--- src/rtl/compare_sequencer_pkg.sv ---
// Shared constants for the compare sequencer: state encoding, mode codes, default width.
package compare_pkg;

    localparam int WIDTH_DEF = 6;

    typedef enum logic [1:0] {
        S_IDLE  = 2'd0,
        S_DRIVE = 2'd1,
        S_HOLD  = 2'd2
    } state_e;

    localparam logic MODE_EQ = 1'b0;
    localparam logic MODE_NE = 1'b1;

endpackage

--- src/rtl/compare_sequencer_if.sv ---
// Upstream, logic-unit and downstream signal bundle for the compare sequencer.
interface compare_sequencer_if
    import compare_pkg::*;
#(
    parameter int WIDTH = WIDTH_DEF
);
    logic             in_valid;
    logic             in_ready;
    logic [WIDTH-1:0] in_a;
    logic [WIDTH-1:0] in_b;
    logic             in_sel;
    logic [WIDTH-1:0] cmp_a;
    logic [WIDTH-1:0] cmp_b;
    logic             cmp_sel;
    logic             cmp_result;
    logic             out_valid;
    logic             out_ready;
    logic             out_result;
    logic             out_sel;

    // slave: the sequencer's view; master: upstream, downstream and logic unit combined
    modport slave (
        input  in_valid, in_a, in_b, in_sel, cmp_result, out_ready,
        output in_ready, cmp_a, cmp_b, cmp_sel, out_valid, out_result, out_sel
    );

    modport master (
        output in_valid, in_a, in_b, in_sel, cmp_result, out_ready,
        input  in_ready, cmp_a, cmp_b, cmp_sel, out_valid, out_result, out_sel
    );

endinterface

--- src/rtl/compare_sequencer_sat_counter.sv ---
// Saturating up-counter; clear takes priority over increment.
module sat_counter #(
    parameter int CNT_W = 8
) (
    input  logic             clk,
    input  logic             rst_n,
    input  logic             inc_i,
    input  logic             clr_i,
    output logic [CNT_W-1:0] cnt_o
);

    logic [CNT_W-1:0] cnt_q, cnt_d;

    always_comb begin
        cnt_d = cnt_q;
        if (clr_i)
            cnt_d = '0;
        else if (inc_i && (cnt_q != {CNT_W{1'b1}}))
            cnt_d = cnt_q + 1'b1;
    end

    always_ff @(posedge clk or negedge rst_n) begin
        if (!rst_n) cnt_q <= '0;
        else        cnt_q <= cnt_d;
    end

    assign cnt_o = cnt_q;

endmodule

--- src/rtl/compare_sequencer.sv ---
// Registers an operand pair into the external compare unit, waits one settling
// cycle, then holds the sampled result downstream until it is taken.
module compare_sequencer
    import compare_pkg::*;
#(
    parameter int WIDTH = WIDTH_DEF,
    parameter int CNT_W = 8
) (
    input  logic                clk,
    input  logic                rst_n,
    compare_sequencer_if.slave  bus,
    input  logic                clear_count,
    output logic [CNT_W-1:0]    true_count
);

    state_e           state_q, state_d;
    logic [WIDTH-1:0] cmp_a_q, cmp_b_q;
    logic             cmp_sel_q;
    logic             out_result_q, out_sel_q;
    logic             accept, sample;

    always_comb begin
        state_d = state_q;
        case (state_q)
            S_IDLE:  if (bus.in_valid) state_d = S_DRIVE;
            S_DRIVE: state_d = S_HOLD;
            S_HOLD:  if (bus.out_ready) state_d = S_IDLE;
            default: state_d = S_IDLE;
        endcase
    end

    always_ff @(posedge clk or negedge rst_n) begin
        if (!rst_n) state_q <= S_IDLE;
        else        state_q <= state_d;
    end

    // operands only move on an accepted transfer, so idle X on in_* never lands
    assign accept = (state_q == S_IDLE) && bus.in_valid;
    assign sample = (state_q == S_DRIVE);

    always_ff @(posedge clk or negedge rst_n) begin
        if (!rst_n) begin
            cmp_a_q   <= '0;
            cmp_b_q   <= '0;
            cmp_sel_q <= MODE_EQ;
        end else if (accept) begin
            cmp_a_q   <= bus.in_a;
            cmp_b_q   <= bus.in_b;
            cmp_sel_q <= bus.in_sel;
        end
    end

    always_ff @(posedge clk or negedge rst_n) begin
        if (!rst_n) begin
            out_result_q <= 1'b0;
            out_sel_q    <= MODE_EQ;
        end else if (sample) begin
            out_result_q <= bus.cmp_result;
            out_sel_q    <= cmp_sel_q;
        end
    end

    sat_counter #(.CNT_W(CNT_W)) u_cnt (
        .clk   (clk),
        .rst_n (rst_n),
        .inc_i (sample && bus.cmp_result),
        .clr_i (clear_count),
        .cnt_o (true_count)
    );

    assign bus.in_ready   = (state_q == S_IDLE);
    assign bus.out_valid  = (state_q == S_HOLD);
    assign bus.cmp_a      = cmp_a_q;
    assign bus.cmp_b      = cmp_b_q;
    assign bus.cmp_sel    = cmp_sel_q;
    assign bus.out_result = out_result_q;
    assign bus.out_sel    = out_sel_q;

endmodule

--- src/flat_wrapper.sv ---
// flat-port wrapper written by rule: the top's interface ports become plain ports
module compare_sequencer_flat import compare_pkg::*;
#(
    parameter int WIDTH = WIDTH_DEF,
    parameter int CNT_W = 8
)
  (clk, rst_n, clear_count, true_count, bus_in_valid, bus_in_a, bus_in_b, bus_in_sel, bus_cmp_result, bus_out_ready, bus_in_ready, bus_cmp_a, bus_cmp_b, bus_cmp_sel, bus_out_valid, bus_out_result, bus_out_sel);
  compare_sequencer_if #(.WIDTH(WIDTH)) bus_i ();
  input  logic clk;
  input  logic rst_n;
  input  logic clear_count;
  output logic [CNT_W-1:0] true_count;
  input wire logic [$bits(bus_i.in_valid)-1:0] bus_in_valid;
  input wire logic [$bits(bus_i.in_a)-1:0] bus_in_a;
  input wire logic [$bits(bus_i.in_b)-1:0] bus_in_b;
  input wire logic [$bits(bus_i.in_sel)-1:0] bus_in_sel;
  input wire logic [$bits(bus_i.cmp_result)-1:0] bus_cmp_result;
  input wire logic [$bits(bus_i.out_ready)-1:0] bus_out_ready;
  output wire logic [$bits(bus_i.in_ready)-1:0] bus_in_ready;
  output wire logic [$bits(bus_i.cmp_a)-1:0] bus_cmp_a;
  output wire logic [$bits(bus_i.cmp_b)-1:0] bus_cmp_b;
  output wire logic [$bits(bus_i.cmp_sel)-1:0] bus_cmp_sel;
  output wire logic [$bits(bus_i.out_valid)-1:0] bus_out_valid;
  output wire logic [$bits(bus_i.out_result)-1:0] bus_out_result;
  output wire logic [$bits(bus_i.out_sel)-1:0] bus_out_sel;
  assign bus_i.in_valid = bus_in_valid;
  assign bus_i.in_a = bus_in_a;
  assign bus_i.in_b = bus_in_b;
  assign bus_i.in_sel = bus_in_sel;
  assign bus_i.cmp_result = bus_cmp_result;
  assign bus_i.out_ready = bus_out_ready;
  assign bus_in_ready = bus_i.in_ready;
  assign bus_cmp_a = bus_i.cmp_a;
  assign bus_cmp_b = bus_i.cmp_b;
  assign bus_cmp_sel = bus_i.cmp_sel;
  assign bus_out_valid = bus_i.out_valid;
  assign bus_out_result = bus_i.out_result;
  assign bus_out_sel = bus_i.out_sel;
  compare_sequencer #(.WIDTH(WIDTH), .CNT_W(CNT_W)) u_core (.clk(clk), .rst_n(rst_n), .bus(bus_i), .clear_count(clear_count), .true_count(true_count));
endmodule
--- config.mk ---
export PLATFORM = sky130hd
export DESIGN_NAME = compare_sequencer_flat
export DESIGN_NICKNAME = d
export VERILOG_FILES = /design/src/rtl/compare_sequencer_pkg.sv /design/src/rtl/compare_sequencer_if.sv /design/src/rtl/compare_sequencer_sat_counter.sv /design/src/rtl/compare_sequencer.sv /design/src/flat_wrapper.sv
export SDC_FILE = /design/constraint.sdc
export NUM_CORES = 1
export LEC_CHECK = 0
export ABC_AREA = 1
export CELL_PAD_IN_SITES_DETAIL_PLACEMENT = 0
export CELL_PAD_IN_SITES_GLOBAL_PLACEMENT = 1
export CORE_MARGIN = 5
export CORE_UTILIZATION = 33
export DETAILED_ROUTE_END_ITERATION = 16
export HOLD_SLACK_MARGIN = 0.02
export PLACE_DENSITY_LB_ADDON = 0.1
export SLEW_MARGIN = 0
export SYNTH_ARGS = -nofsm -noshare
export SYNTH_HDL_FRONTEND = slang
export SYNTH_SLANG_ARGS = --single-unit
--- constraint.sdc ---
create_clock -name clk -period 3.92 [get_ports clk]
set_clock_uncertainty 0.2 [all_clocks]
set_input_delay 0.784 -clock clk [delete_from_list [all_inputs] [get_ports clk]]
set_output_delay 0.784 -clock clk [all_outputs]
set_load 0.05 [all_outputs]
==> impl_metrics.sql, run 1 <==
INSERT INTO impl_metrics (metric_group, metric, value, unit) VALUES
('timing', 'rsz0062_at_grt', 'false', ''),
('critical_path', 'cp_max_fo', '3', ''),
('die', 'std_cell_rows', '21', ''),
('critical_path', 'crit_buf_inv', '2', ''),
('layout', 'layout-drive-gt1-share', '0.0923', ''),
('detailed_routing', 'post_drt_via_cell_ratio', '4.37', ''),
('pwr', 'p_leak', '0.818', 'nW'),
('die', 'initial_core_util', '0.348', ''),
('timing', 'final-setup-viol-count', '0', ''),
('critical_path', 'setup.reg_to_reg.worst_slack', '2.40', 'ns'),
('placed_design', 'routabilityCongestion', '0.876', ''),
('critical_path', 'path_depth', '3', ''),
('critical_path', 'critical_path.top_delay_family', 'buffers and inverters', ''),
('yosys', 'primary_flip_flop_cell_chosen_by_synthesis_mapping', 'sky130_fd_sc_hd__dfrtp_1', ''),
('clocking', 'clkLatencyLatePin', '0.31', 'ns'),
('pwr', 'power.ir.vdd_worst', '390', 'µV'),
('placed_design', 'placement.io_buffers', '43', ''),
('yosys', 'yosys-top-cells-area', 'sky130_fd_sc_hd__dfrtp_1, sky130_fd_sc_hd__nand2_1, sky130_fd_sc_hd__inv_1', ''),
('detailed_routing', 'drtIter0Drc', '33', ''),
('global_routing', 'grt_start_max_net_pins', '26', ''),
('layout', 'nNetsFinal', '216', ''),
('critical_path', 'setup.worst_path.start_class', 'flip-flop', ''),
('yosys', 'syn-cell-area', '0.00119', 'mm²'),
('clocking', 'post_cts_hold_buffer_count', '0', ''),
('timing', 'post-route-min-period', '2.72', 'ns'),
('critical_path', 'critPathMaxStageDelay', '0.82', 'ns'),
('layout', 'filler_cell_count', '336', ''),
('timing', 'share_of_the_cycle_needed_by_the_critical_path_after_routing', '0.693', ''),
('critical_path', 'crit_path_cell_trace', 'inv_1 > nor2_1 > clkdlybuf4s50_1', ''),
('timing', 'tns', '0', 'ns'),
('global_routing', 'grt-ovfl-total', '0', ''),
('detailed_routing', 'm1WireLength', '1200', 'µm'),
('min_path', 'hold_path_depth', '2', ''),
('clocking', 'clk_pin_slew_worst_paths', '0.13', 'ns'),
('detailed_routing', 'detail_route.drc_violations', '0', ''),
('detailed_routing', 'detailroute.wirelength.met2', '1280', 'µm'),
('global_routing', 'grt_first_pass_wirelength', '4800', 'µm'),
('pwr', 'power.switching', '0.000598', 'W'),
('clocking', 'cts-root-to-sink-buffers', '2', ''),
('die', 'dieArea', '0.00491', 'mm²'),
('clocking', 'clock_sink_count', '25', ''),
('timing', 'final_hold_viol_count', '0', ''),
('yosys', 'synth.yosys.warnings', '0', ''),
('clocking', 'cts-htree-levels', '1', ''),
('pwr', 'internal_power', '0.000600', 'W'),
('outcome', 'outcome', 'completed', ''),
('die', 'die_y', '70.0', 'µm'),
('pwr', 'clkPwrFrac', '0.094', ''),
('placed_design', 'dpl.hpwl', '2100', 'µm'),
('detailed_routing', 'routed-wl-met3', '189', 'µm'),
('yosys', 'synth_largest_area_cell', 'sky130_fd_sc_hd__dfrtp_1', ''),
('yosys', 'proportion_of_synthesized_chip_area_in_sequential_cells', '0.526', ''),
('die', 'io_pins', '44', ''),
('critical_path', 'timing.setup.critical_path_class', 'flip-flop to output pin', ''),
('timing', 'worst_pin_slew', '0.515', 'ns'),
('detailed_routing', 'drt_pass1_iterations', '3', ''),
('yosys', 'netlist_instances', '149', ''),
('pwr', 'p_seq_frac', '0.334', ''),
('clocking', 'ctsRootBufferMaster', 'sky130_fd_sc_hd__clkbuf_4', ''),
('flow_run', 'max_cap_violations', '0', ''),
('global_routing', 'globalRouteTotalUtil', '0.118', ''),
('min_path', 'holdCritPathClass', 'flip-flop to flip-flop', ''),
('layout', 'post-route-cell-area', '0.00170', 'mm²'),
('yosys', 'number_of_synthesized_register_bits', '25', ''),
('timing', 'clock.fmax', '368', 'MHz'),
('layout', 'layout_overhead_on_the_synthesized_area', '42.8', '%'),
('detailed_routing', 'routed_wl', '2690', 'µm'),
('critical_path', 'ff2ff_path_depth', '7', ''),
('pwr', 'pwr-share-comb', '0.573', ''),
('detailed_routing', 'routed_wire_length_per_instance', '11.2', 'µm'),
('global_routing', 'number_of_antenna_violations_at_the_first_check_in_global_routing', '0', '');
[logic make-up after synthesis]
| kind of cell | count (synthesis) | share of synthesized area |
|---|---|---|
| flops | 25 | 0.526 |
| compound gates | 7 | 0.0368 |
| fa+ha+maj | 1 | 0.0105 |
| simple gates | 98 | 0.364 |
| buf+inv | 18 | 0.0631 |
[metrics by stage]
step           hold WS (ns)  utilization  total power [W]  setup WS (ns)  std cells
6_report              0.296        0.497          0.00120           1.20        241
4_1_cts               0.300        0.497          0.00122           1.17        241
3_5_place_dp          0.264        0.490          0.00110           1.54        237
2_1_floorplan         0.288            -         0.000860           1.83        149
3_3_place_gp          0.263        0.490          0.00109           1.57        237
5_1_grt               0.327        0.497          0.00127           1.07        241
[worst min-delay path: cells and delay by family (launching register included)]
family / cells / cell delay (ns)
and+or+nand+nor: 2 / 0.10
DFF: 1 / 0.37
[power by group through the flow]
| stage | combinational [W] | clock [W] | sequential, W |
|---|---|---|---|
| after global placement | 0.000693 | 0 | 0.000401 |
| after global routing | 0.000734 | 0.000127 | 0.000414 |
| after CTS | 0.000698 | 0.000122 | 0.000402 |
| after floorplan | 0.000188 | 0 | 0.000672 |
| final | 0.000687 | 0.000112 | 0.000400 |
| after detailed placement | 0.000695 | 0 | 0.000404 |
[cell usage in the layout, fill, tap and decap left out, types with 2 or more instances in the layout]
cell	count
sky130_fd_sc_hd__inv_1	13
sky130_fd_sc_hd__clkdlybuf4s50_1	43
sky130_fd_sc_hd__nand3_1	9
sky130_fd_sc_hd__nor2_1	8
sky130_fd_sc_hd__dfrtp_1	25
sky130_fd_sc_hd__inv_2	2
sky130_fd_sc_hd__nand2_4	2
sky130_fd_sc_hd__nor2_2	2
sky130_fd_sc_hd__o21bai_1	2
sky130_fd_sc_hd__nand2_1	69
sky130_fd_sc_hd__o21ai_0	2
sky130_fd_sc_hd__clkbuf_4	3
sky130_fd_sc_hd__nand2_2	3
sky130_fd_sc_hd__nor2_4	3
[layout make-up]
| type | count | area [µm²] | share of cell area |
|---|---|---|---|
| tap | 46 | 57.6 | 0.0339 |
| inverter | 16 | 62.6 | 0.0368 |
| sequential | 25 | 626 | 0.368 |
| multi-input combinational | 106 | 489 | 0.288 |
| timing repair buffer | 44 | 438 | 0.258 |
| clock buffer | 4 | 26.3 | 0.0155 |
[flip-flops by register name, summed over array words and instances (netlist names)]
signal	flops
u_core.state_q	2
u_core.bus.cmp_sel	1
u_core.bus.cmp_b	6
u_core.bus.out_sel	1
u_core.bus.out_result	1
u_core.bus.cmp_a	6
u_core.u_cnt.cnt_o	8
[layer usage]
layer / vias up / track usage
li1: 545 / -
met1: 475 / 0.142
met2: 28 / 0.197
met3: 4 / 0.0373
met4: 0 / 0.0426
met5: - / 0
[path summary, 6_finish.rpt]
check | startpoint | to
max reg2reg | u_core.u_cnt.cnt_o[0]$_DFFE_PN0P_ | u_core.u_cnt.cnt_o[7]$_DFFE_PN0P_
max | u_core.state_q[1]$_DFFE_PN0P_ | bus_out_valid
min reg2reg | u_core.bus.cmp_b[3]$_DFFE_PN0P_ | u_core.bus.cmp_b[3]$_DFFE_PN0P_
min | u_core.bus.cmp_b[3]$_DFFE_PN0P_ | u_core.bus.cmp_b[3]$_DFFE_PN0P_
max in group asynchronous | rst_n | u_core.state_q[0]$_DFFE_PN0P_
min in group asynchronous | rst_n | u_core.bus.out_result$_DFFE_PN0N_
(Power assumes the default switching activity.)
==> inputs of run 2 (changes only) <==
--- a/config.mk
+++ b/config.mk
@@ -9,7 +9,7 @@
 export CELL_PAD_IN_SITES_DETAIL_PLACEMENT = 0
 export CELL_PAD_IN_SITES_GLOBAL_PLACEMENT = 1
 export CORE_MARGIN = 5
-export CORE_UTILIZATION = 33
+export CORE_UTILIZATION = 28
 export DETAILED_ROUTE_END_ITERATION = 16
 export HOLD_SLACK_MARGIN = 0.02
 export PLACE_DENSITY_LB_ADDON = 0.1
==> constraint.sdc (replaced) <==
create_clock -name clk -period 2.2 [get_ports clk]
set_clock_uncertainty 0.2 [all_clocks]
set_input_delay 0.44 -clock clk [delete_from_list [all_inputs] [get_ports clk]]
set_output_delay 0.44 -clock clk [all_outputs]
set_load 0.05 [all_outputs]
==> impl_metrics.sql, run 2 (synthesis results as in run 1) <==
INSERT INTO impl_metrics (metric_group, metric, value, unit) VALUES
('clocking', 'clock_sink_count', '25', ''),
('timing', 'post-route-min-period', '2.12', 'ns'),
('critical_path', 'critical_path.top_delay_family', 'buffers and inverters', ''),
('detailed_routing', 'number_of_vias_after_detailed_routing', '1046', ''),
('timing', 'slew_violations', '0', ''),
('detailed_routing', 'drt_pass1_iterations', '4', ''),
('pwr', 'p_leak', '0.858', 'nW'),
('global_routing', 'grt_start_max_net_pins', '26', ''),
('placed_design', 'routabilityCongestion', '0.794', ''),
('critical_path', 'crit_path_cell_trace', 'clkdlybuf4s50_1', ''),
('flow_run', 'max_cap_violations', '0', ''),
('global_routing', 'number_of_antenna_violations_at_the_first_check_in_global_routing', '0', ''),
('timing', 'clock.fmax', '472', 'MHz'),
('pwr', 'power.ir.vdd_worst', '930', 'µV'),
('critical_path', 'cp.required', '1.56', 'ns'),
('layout', 'layout_overhead_on_the_synthesized_area', '43.6', '%'),
('placed_design', 'placed_area', '0.00166', 'mm²'),
('detailed_routing', 'routed_wl', '2910', 'µm'),
('timing', 'final-setup-viol-count', '0', ''),
('detailed_routing', 'drtIter0Drc', '15', ''),
('global_routing', 'globalRouteTotalUtil', '0.115', ''),
('placed_design', 'dpl.hpwl', '2180', 'µm'),
('die', 'dieArea', '0.00565', 'mm²'),
('pwr', 'power-per-cell-area', '1300', 'mW/mm²'),
('placed_design', 'placement.io_buffers', '43', ''),
('timing', 'tns', '0', 'ns'),
('die', 'initial_core_util', '0.293', ''),
('layout', 'nNetsFinal', '216', ''),
('layout', 'multi_input_area', '489', 'µm²'),
('detailed_routing', 'post_drt_via_cell_ratio', '4.27', ''),
('global_routing', 'grt-ovfl-total', '0', ''),
('clocking', 'cts_inserted_buffers', '3', ''),
('timing', 'timing.slew.headroom', '0.659', ''),
('critical_path', 'critPathSlowestCell', 'sky130_fd_sc_hd__clkdlybuf4s50_1', ''),
('layout', 'final_common_cell', 'sky130_fd_sc_hd__nand2_1', ''),
('detailed_routing', 'routed_wire_length_per_instance', '11.9', 'µm'),
('global_routing', 'grt_pass1_vias', '1068', ''),
('outcome', 'outcome', 'completed', ''),
('layout', 'sequential_cell_area', '626', 'µm²'),
('clocking', 'post_cts_setup_buffers', '0', ''),
('detailed_routing', 'route.antenna.remaining_nets', '0', ''),
('die', 'die_y', '75.2', 'µm'),
('die', 'std_cell_rows', '23', ''),
('die', 'dieWidth', '75.2', 'µm'),
('clocking', 'cts-root-to-sink-buffers', '2', ''),
('clocking', 'clkLatencyLatePin', '0.27', 'ns'),
('critical_path', 'critPathMaxStageDelay', '0.81', 'ns'),
('layout', 'layout-drive-gt1-share', '0.138', ''),
('critical_path', 'setup.worst_path.start_class', 'flip-flop', ''),
('critical_path', 'critPathArrivalTime', '1.48', 'ns'),
('layout', 'largest_register_ffs', '8', ''),
('min_path', 'holdCritPathClass', 'flip-flop to flip-flop', ''),
('layout', 'antenna_cells', '0', ''),
('die', 'io_pins', '44', ''),
('critical_path', 'timing.setup.critical_path_class', 'flip-flop to output pin', ''),
('timing', 'rsz0062_at_grt', 'false', ''),
('critical_path', 'worstSetupEndpointType', 'output pin', ''),
('clocking', 'cts-htree-levels', '1', ''),
('clocking', 'cts_tree', 'built', ''),
('timing', 'final_hold_viol_count', '0', ''),
('die', 'fp.coreArea', '0.00406', 'mm²'),
('critical_path', 'crit_buf_inv', '1', ''),
('layout', 'post-route-cell-area', '0.00171', 'mm²'),
('layout', 'filler_cell_count', '395', ''),
('detailed_routing', 'detail_route.drc_violations', '0', ''),
('clocking', 'ctsRootBufferMaster', 'sky130_fd_sc_hd__clkbuf_8', ''),
('clocking', 'clk_pin_slew_worst_paths', '0.09', 'ns'),
('placed_design', 'placed_cells', '241', ''),
('global_routing', 'grt_first_pass_wirelength', '4960', 'µm'),
('timing', 'worst_pin_slew', '0.510', 'ns'),
('timing', 'share_of_the_cycle_needed_by_the_critical_path_after_routing', '0.963', ''),
('critical_path', 'cp_max_fo', '4', ''),
('layout', 'layout_common_cells', 'sky130_fd_sc_hd__nand2_1, sky130_fd_sc_hd__clkdlybuf4s50_1, sky130_fd_sc_hd__dfrtp_1, sky130_fd_sc_hd__inv_1', ''),
('layout', 'finalCoreUtilization', '0.421', ''),
('layout', 'final-instance-count-excl-fill', '245', '');
-- run 2: cell count changes in the layout (fill, tap and decap cells not counted) --
| cell | delta |
|---|---|
| sky130_fd_sc_hd__buf_4 | +8 |
| sky130_fd_sc_hd__clkbuf_1 | -1 |
| sky130_fd_sc_hd__clkbuf_4 | -3 |
| sky130_fd_sc_hd__clkbuf_8 | +3 |
| sky130_fd_sc_hd__clkdlybuf4s50_1 | -9 |
| sky130_fd_sc_hd__clkinvlp_4 | +1 |
| sky130_fd_sc_hd__dlymetal6s2s_1 | +1 |
-- run 2: metrics by stage --
step,total power [W],worst slack [ns],hold WS (ns)
global route,0.00236,0.0268,0.321
finish,0.00221,0.0823,0.289
CTS,0.00225,0.0160,0.295
detailed placement,0.00195,0.335,0.268
floorplan,0.00153,0.432,-0.0556
global placement,0.00194,0.373,0.262
-- run 2: final timing paths --
check / from / to / slack [ns] / cells past startpoint
setup / recovery: u_core.u_cnt.cnt_o[7]$_DFFE_PN0P_ / true_count[7] / 0.08 / 1
hold / removal: u_core.bus.out_sel$_DFFE_PN0N_ / u_core.bus.out_sel$_DFFE_PN0N_ / 0.29 / 2
setup reg to reg: u_core.u_cnt.cnt_o[0]$_DFFE_PN0P_ / u_core.u_cnt.cnt_o[7]$_DFFE_PN0P_ / 0.68 / 7
hold reg to reg: u_core.bus.out_sel$_DFFE_PN0N_ / u_core.bus.out_sel$_DFFE_PN0N_ / 0.29 / 2
max in group asynchronous: rst_n / u_core.u_cnt.cnt_o[1]$_DFFE_PN0P_ / 1.23 / 2
min in group asynchronous: rst_n / u_core.bus.out_result$_DFFE_PN0N_ / 0.32 / 2
-- run 2: report_power, final --
part	switching [W]	internal [W]	leakage [nW]
Clock	0.000159	0.000129	0.0217
Combinational	0.000840	0.000378	0.514
Sequential	0.0000972	0.000613	0.322
Total	0.00110	0.00112	0.858
-- run 2: cell type report --
cell class                      count  area share
Tap cell                           50      0.0366
Sequential cell                    25       0.366
Multi-Input combinational cell    106       0.286
Timing Repair Buffer               44       0.246
Inverter                           16      0.0366
Clock inverter                      1     0.00439
Clock buffer                        3      0.0242
-- run 2: per-layer routing --
layer / track usage / routed length [µm]
met4: 0.0233 / 19
met3: 0.0494 / 261
met5: 0 / 0
met1: 0.134 / 1280
met2: 0.197 / 1350
-- run 2: timing repair --
action	CTS	global route
hold endpoints to repair	0	0
setup endpoints to repair	0	1
gates resized for setup	0	1
hold buffers	0	0
==> inputs of run 3 (changes only) <==
--- a/config.mk
+++ b/config.mk
@@ -16,4 +16,5 @@
 export SLEW_MARGIN = 0
 export SYNTH_ARGS = -nofsm -noshare
 export SYNTH_HDL_FRONTEND = slang
+export SYNTH_HIERARCHICAL = 1
 export SYNTH_SLANG_ARGS = --single-unit
==> impl_metrics.sql, run 3 <==
INSERT INTO impl_metrics (metric_group, metric, value, unit) VALUES
('timing', 'rsz0062_at_grt', 'false', ''),
('yosys', 'synth_largest_area_cell', 'sky130_fd_sc_hd__dfrtp_1', ''),
('outcome', 'outcome', 'completed', ''),
('global_routing', 'grt_first_pass_wirelength', '5290', 'µm'),
('yosys', 'synth.yosys.warnings', '6', ''),
('clocking', 'post_cts_setup_buffers', '0', ''),
('layout', 'nNetsFinal', '218', ''),
('yosys', 'synth_common_cells', 'sky130_fd_sc_hd__nand2_1, sky130_fd_sc_hd__dfrtp_1, sky130_fd_sc_hd__nand3_1', ''),
('clocking', 'cts_tree', 'built', ''),
('critical_path', 'cp.required', '1.56', 'ns'),
('die', 'initial_core_util', '0.295', ''),
('timing', 'final-setup-viol-count', '0', ''),
('placed_design', 'routabilityCongestion', '0.814', ''),
('critical_path', 'worstSetupEndpointType', 'output pin', ''),
('clocking', 'clock_sink_count', '25', ''),
('layout', 'largest_register_ffs', '8', ''),
('layout', 'sequential_cell_area', '626', 'µm²'),
('layout', 'filler_cell_count', '420', ''),
('yosys', 'proportion_of_synthesized_chip_area_in_sequential_cells', '0.520', ''),
('die', 'std_cell_rows', '23', ''),
('clocking', 'cts-htree-levels', '1', ''),
('timing', 'clock.fmax', '476', 'MHz'),
('clocking', 'post_cts_hold_buffer_count', '0', ''),
('die', 'die_y', '75.6', 'µm'),
('global_routing', 'grt_pass1_vias', '1153', ''),
('placed_design', 'dpl.hpwl', '2340', 'µm'),
('clocking', 'cts-root-to-sink-buffers', '2', ''),
('die', 'io_pins', '44', ''),
('critical_path', 'setup.worst_path.start_class', 'flip-flop', ''),
('detailed_routing', 'post_drt_via_cell_ratio', '4.49', ''),
('flow_run', 'max_cap_violations', '0', ''),
('critical_path', 'critPathSlowestCell', 'sky130_fd_sc_hd__clkdlybuf4s50_1', ''),
('layout', 'antenna_cells', '0', ''),
('yosys', 'async_reset_ff_frac', '1.00', ''),
('die', 'dieWidth', '75.6', 'µm'),
('critical_path', 'cp_max_fo', '3', ''),
('clocking', 'cts_resized', '0', ''),
('global_routing', 'grt-ovfl-total', '0', ''),
('critical_path', 'critPathArrivalTime', '1.46', 'ns'),
('yosys', 'synthesis.area_per_instance', '8.08', 'µm²'),
('critical_path', 'critPathMaxStageDelay', '0.82', 'ns'),
('yosys', 'syn-cell-area', '0.00120', 'mm²'),
('yosys', 'synth.most_common_cell', 'sky130_fd_sc_hd__nand2_1', ''),
('pwr', 'power-per-cell-area', '1350', 'mW/mm²'),
('clocking', 'cts_inserted_buffers', '3', ''),
('pwr', 'p_leak', '0.855', 'nW'),
('yosys', 'synth_fp_nets', '169', ''),
('timing', 'timing.slew.headroom', '0.659', ''),
('die', 'fp.coreArea', '0.00409', 'mm²'),
('critical_path', 'critical_path.top_delay_family', 'buffers and inverters', ''),
('layout', 'layout_common_cells', 'sky130_fd_sc_hd__nand2_1, sky130_fd_sc_hd__clkdlybuf4s50_1, sky130_fd_sc_hd__dfrtp_1, sky130_fd_sc_hd__nand3_1, sky130_fd_sc_hd__inv_1', ''),
('layout', 'multi_input_area', '490', 'µm²'),
('yosys', 'netlist_instances', '149', ''),
('critical_path', 'crit_path_cell_trace', 'clkdlybuf4s50_1', ''),
('layout', 'layout-drive-gt1-share', '0.137', ''),
('detailed_routing', 'routed_wire_length_per_instance', '12.6', 'µm'),
('placed_design', 'placement.io_buffers', '43', ''),
('layout', 'final_common_cell', 'sky130_fd_sc_hd__nand2_1', ''),
('yosys', 'yosys-top-cells-area', 'sky130_fd_sc_hd__dfrtp_1, sky130_fd_sc_hd__nand2_1, sky130_fd_sc_hd__nand3_1', ''),
('global_routing', 'globalRouteTotalUtil', '0.122', ''),
('clocking', 'clk_pin_slew_worst_paths', '0.08', 'ns'),
('yosys', 'yosys.area.top_type_share', '0.520', ''),
('yosys', 'synth-edff-count', '0', ''),
('yosys', 'number_of_synthesized_register_bits', '25', ''),
('global_routing', 'grt_start_max_net_pins', '26', ''),
('clocking', 'ctsRootBufferMaster', 'sky130_fd_sc_hd__clkbuf_8', ''),
('die', 'dieArea', '0.00571', 'mm²'),
('min_path', 'holdCritPathClass', 'flip-flop to flip-flop', ''),
('detailed_routing', 'routed_wl', '3110', 'µm'),
('detailed_routing', 'route.antenna.remaining_nets', '0', ''),
('timing', 'final_hold_viol_count', '0', ''),
('critical_path', 'crit_buf_inv', '1', ''),
('detailed_routing', 'number_of_vias_after_detailed_routing', '1108', ''),
('timing', 'tns', '0', 'ns'),
('yosys', 'primary_flip_flop_cell_chosen_by_synthesis_mapping', 'sky130_fd_sc_hd__dfrtp_1', ''),
('timing', 'post-route-min-period', '2.10', 'ns'),
('timing', 'worst_pin_slew', '0.510', 'ns'),
('detailed_routing', 'drtIter0Drc', '22', ''),
('layout', 'layout_overhead_on_the_synthesized_area', '44.1', '%'),
('global_routing', 'number_of_antenna_violations_at_the_first_check_in_global_routing', '0', ''),
('clocking', 'clkLatencyLatePin', '0.27', 'ns'),
('yosys', 'synthDistinctLibCells', '19', ''),
('timing', 'share_of_the_cycle_needed_by_the_critical_path_after_routing', '0.955', ''),
('critical_path', 'timing.setup.critical_path_class', 'flip-flop to output pin', ''),
('timing', 'slew_violations', '0', ''),
('detailed_routing', 'detail_route.drc_violations', '0', ''),
('detailed_routing', 'drt_pass1_iterations', '4', ''),
('layout', 'finalCoreUtilization', '0.424', ''),
('pwr', 'power.ir.vdd_worst', '553', 'µV');
## run 3: worst paths after layout
| kind | from | end | slack (ns) | depth (start not counted) |
|---|---|---|---|---|
| max | u_core/bus.cmp_sel$_DFFE_PN0P_ | bus_cmp_sel | 0.1 | 1 |
| min | u_core/bus.out_sel$_DFFE_PN0N_ | u_core/bus.out_sel$_DFFE_PN0N_ | 0.28 | 2 |
| max reg2reg | u_core/state_q[1]$_DFFE_PN0P_ | u_core/u_cnt/cnt_o[7]$_DFFE_PN0P_ | 0.47 | 8 |
| min reg2reg | u_core/bus.out_sel$_DFFE_PN0N_ | u_core/bus.out_sel$_DFFE_PN0N_ | 0.28 | 2 |
| max in group asynchronous | rst_n | u_core/u_cnt/cnt_o[0]$_DFFE_PN0P_ | 1.21 | 2 |
| min in group asynchronous | rst_n | u_core/bus.cmp_b[2]$_DFFE_PN0P_ | 0.33 | 2 |
## run 3: routing by layer
metal / part of all wire / track usage
met4: 0.0064 / 0.0388
met3: 0.075 / 0.0396
met1: 0.44 / 0.146
met2: 0.48 / 0.207
met5: 0 / 0
## run 3: stage by stage
step                worst slack [ns]  hold WS [ns]  total power [W]  instances  instance area, µm²
floorplan                      0.434       -0.0556          0.00160        149                1200
global placement               0.198         0.254          0.00207        243                1690
detailed placement             0.187         0.261          0.00208        243                1690
CTS                           0.0739         0.285          0.00237        247                1730
global route                  0.0326         0.315          0.00249        247                1730
finish                        0.0989         0.280          0.00233        247                1730
## run 3: kinds of logic after synthesis
kind of cell               Yosys count  synth area share
and+or+nand+nor                     96             0.352
DFF                                 25             0.520
AOI/OAI and AO/OA                    9            0.0447
adders and majority gates            1            0.0104
buffers and inverters               18            0.0728
## run 3: where the power goes
| part | total, W | leakage (nW) | internal (W) | switching, W |
|---|---|---|---|---|
| Sequential | 0.000724 | 0.320 | 0.000618 | 0.000106 |
| Clock | 0.000275 | 0.0255 | 0.000127 | 0.000148 |
| Combinational | 0.00134 | 0.509 | 0.000433 | 0.000902 |
| Total | 0.00233 | 0.855 | 0.00118 | 0.00116 |
## run 3: layout make-up
class | instances | share of cell area
Sequential cell | 25 | 0.361
Multi-Input combinational cell | 106 | 0.283
Timing Repair Buffer | 47 | 0.258
Tap cell | 50 | 0.0361
Inverter | 15 | 0.0354
Clock buffer | 3 | 0.0238
Clock inverter | 1 | 0.00289
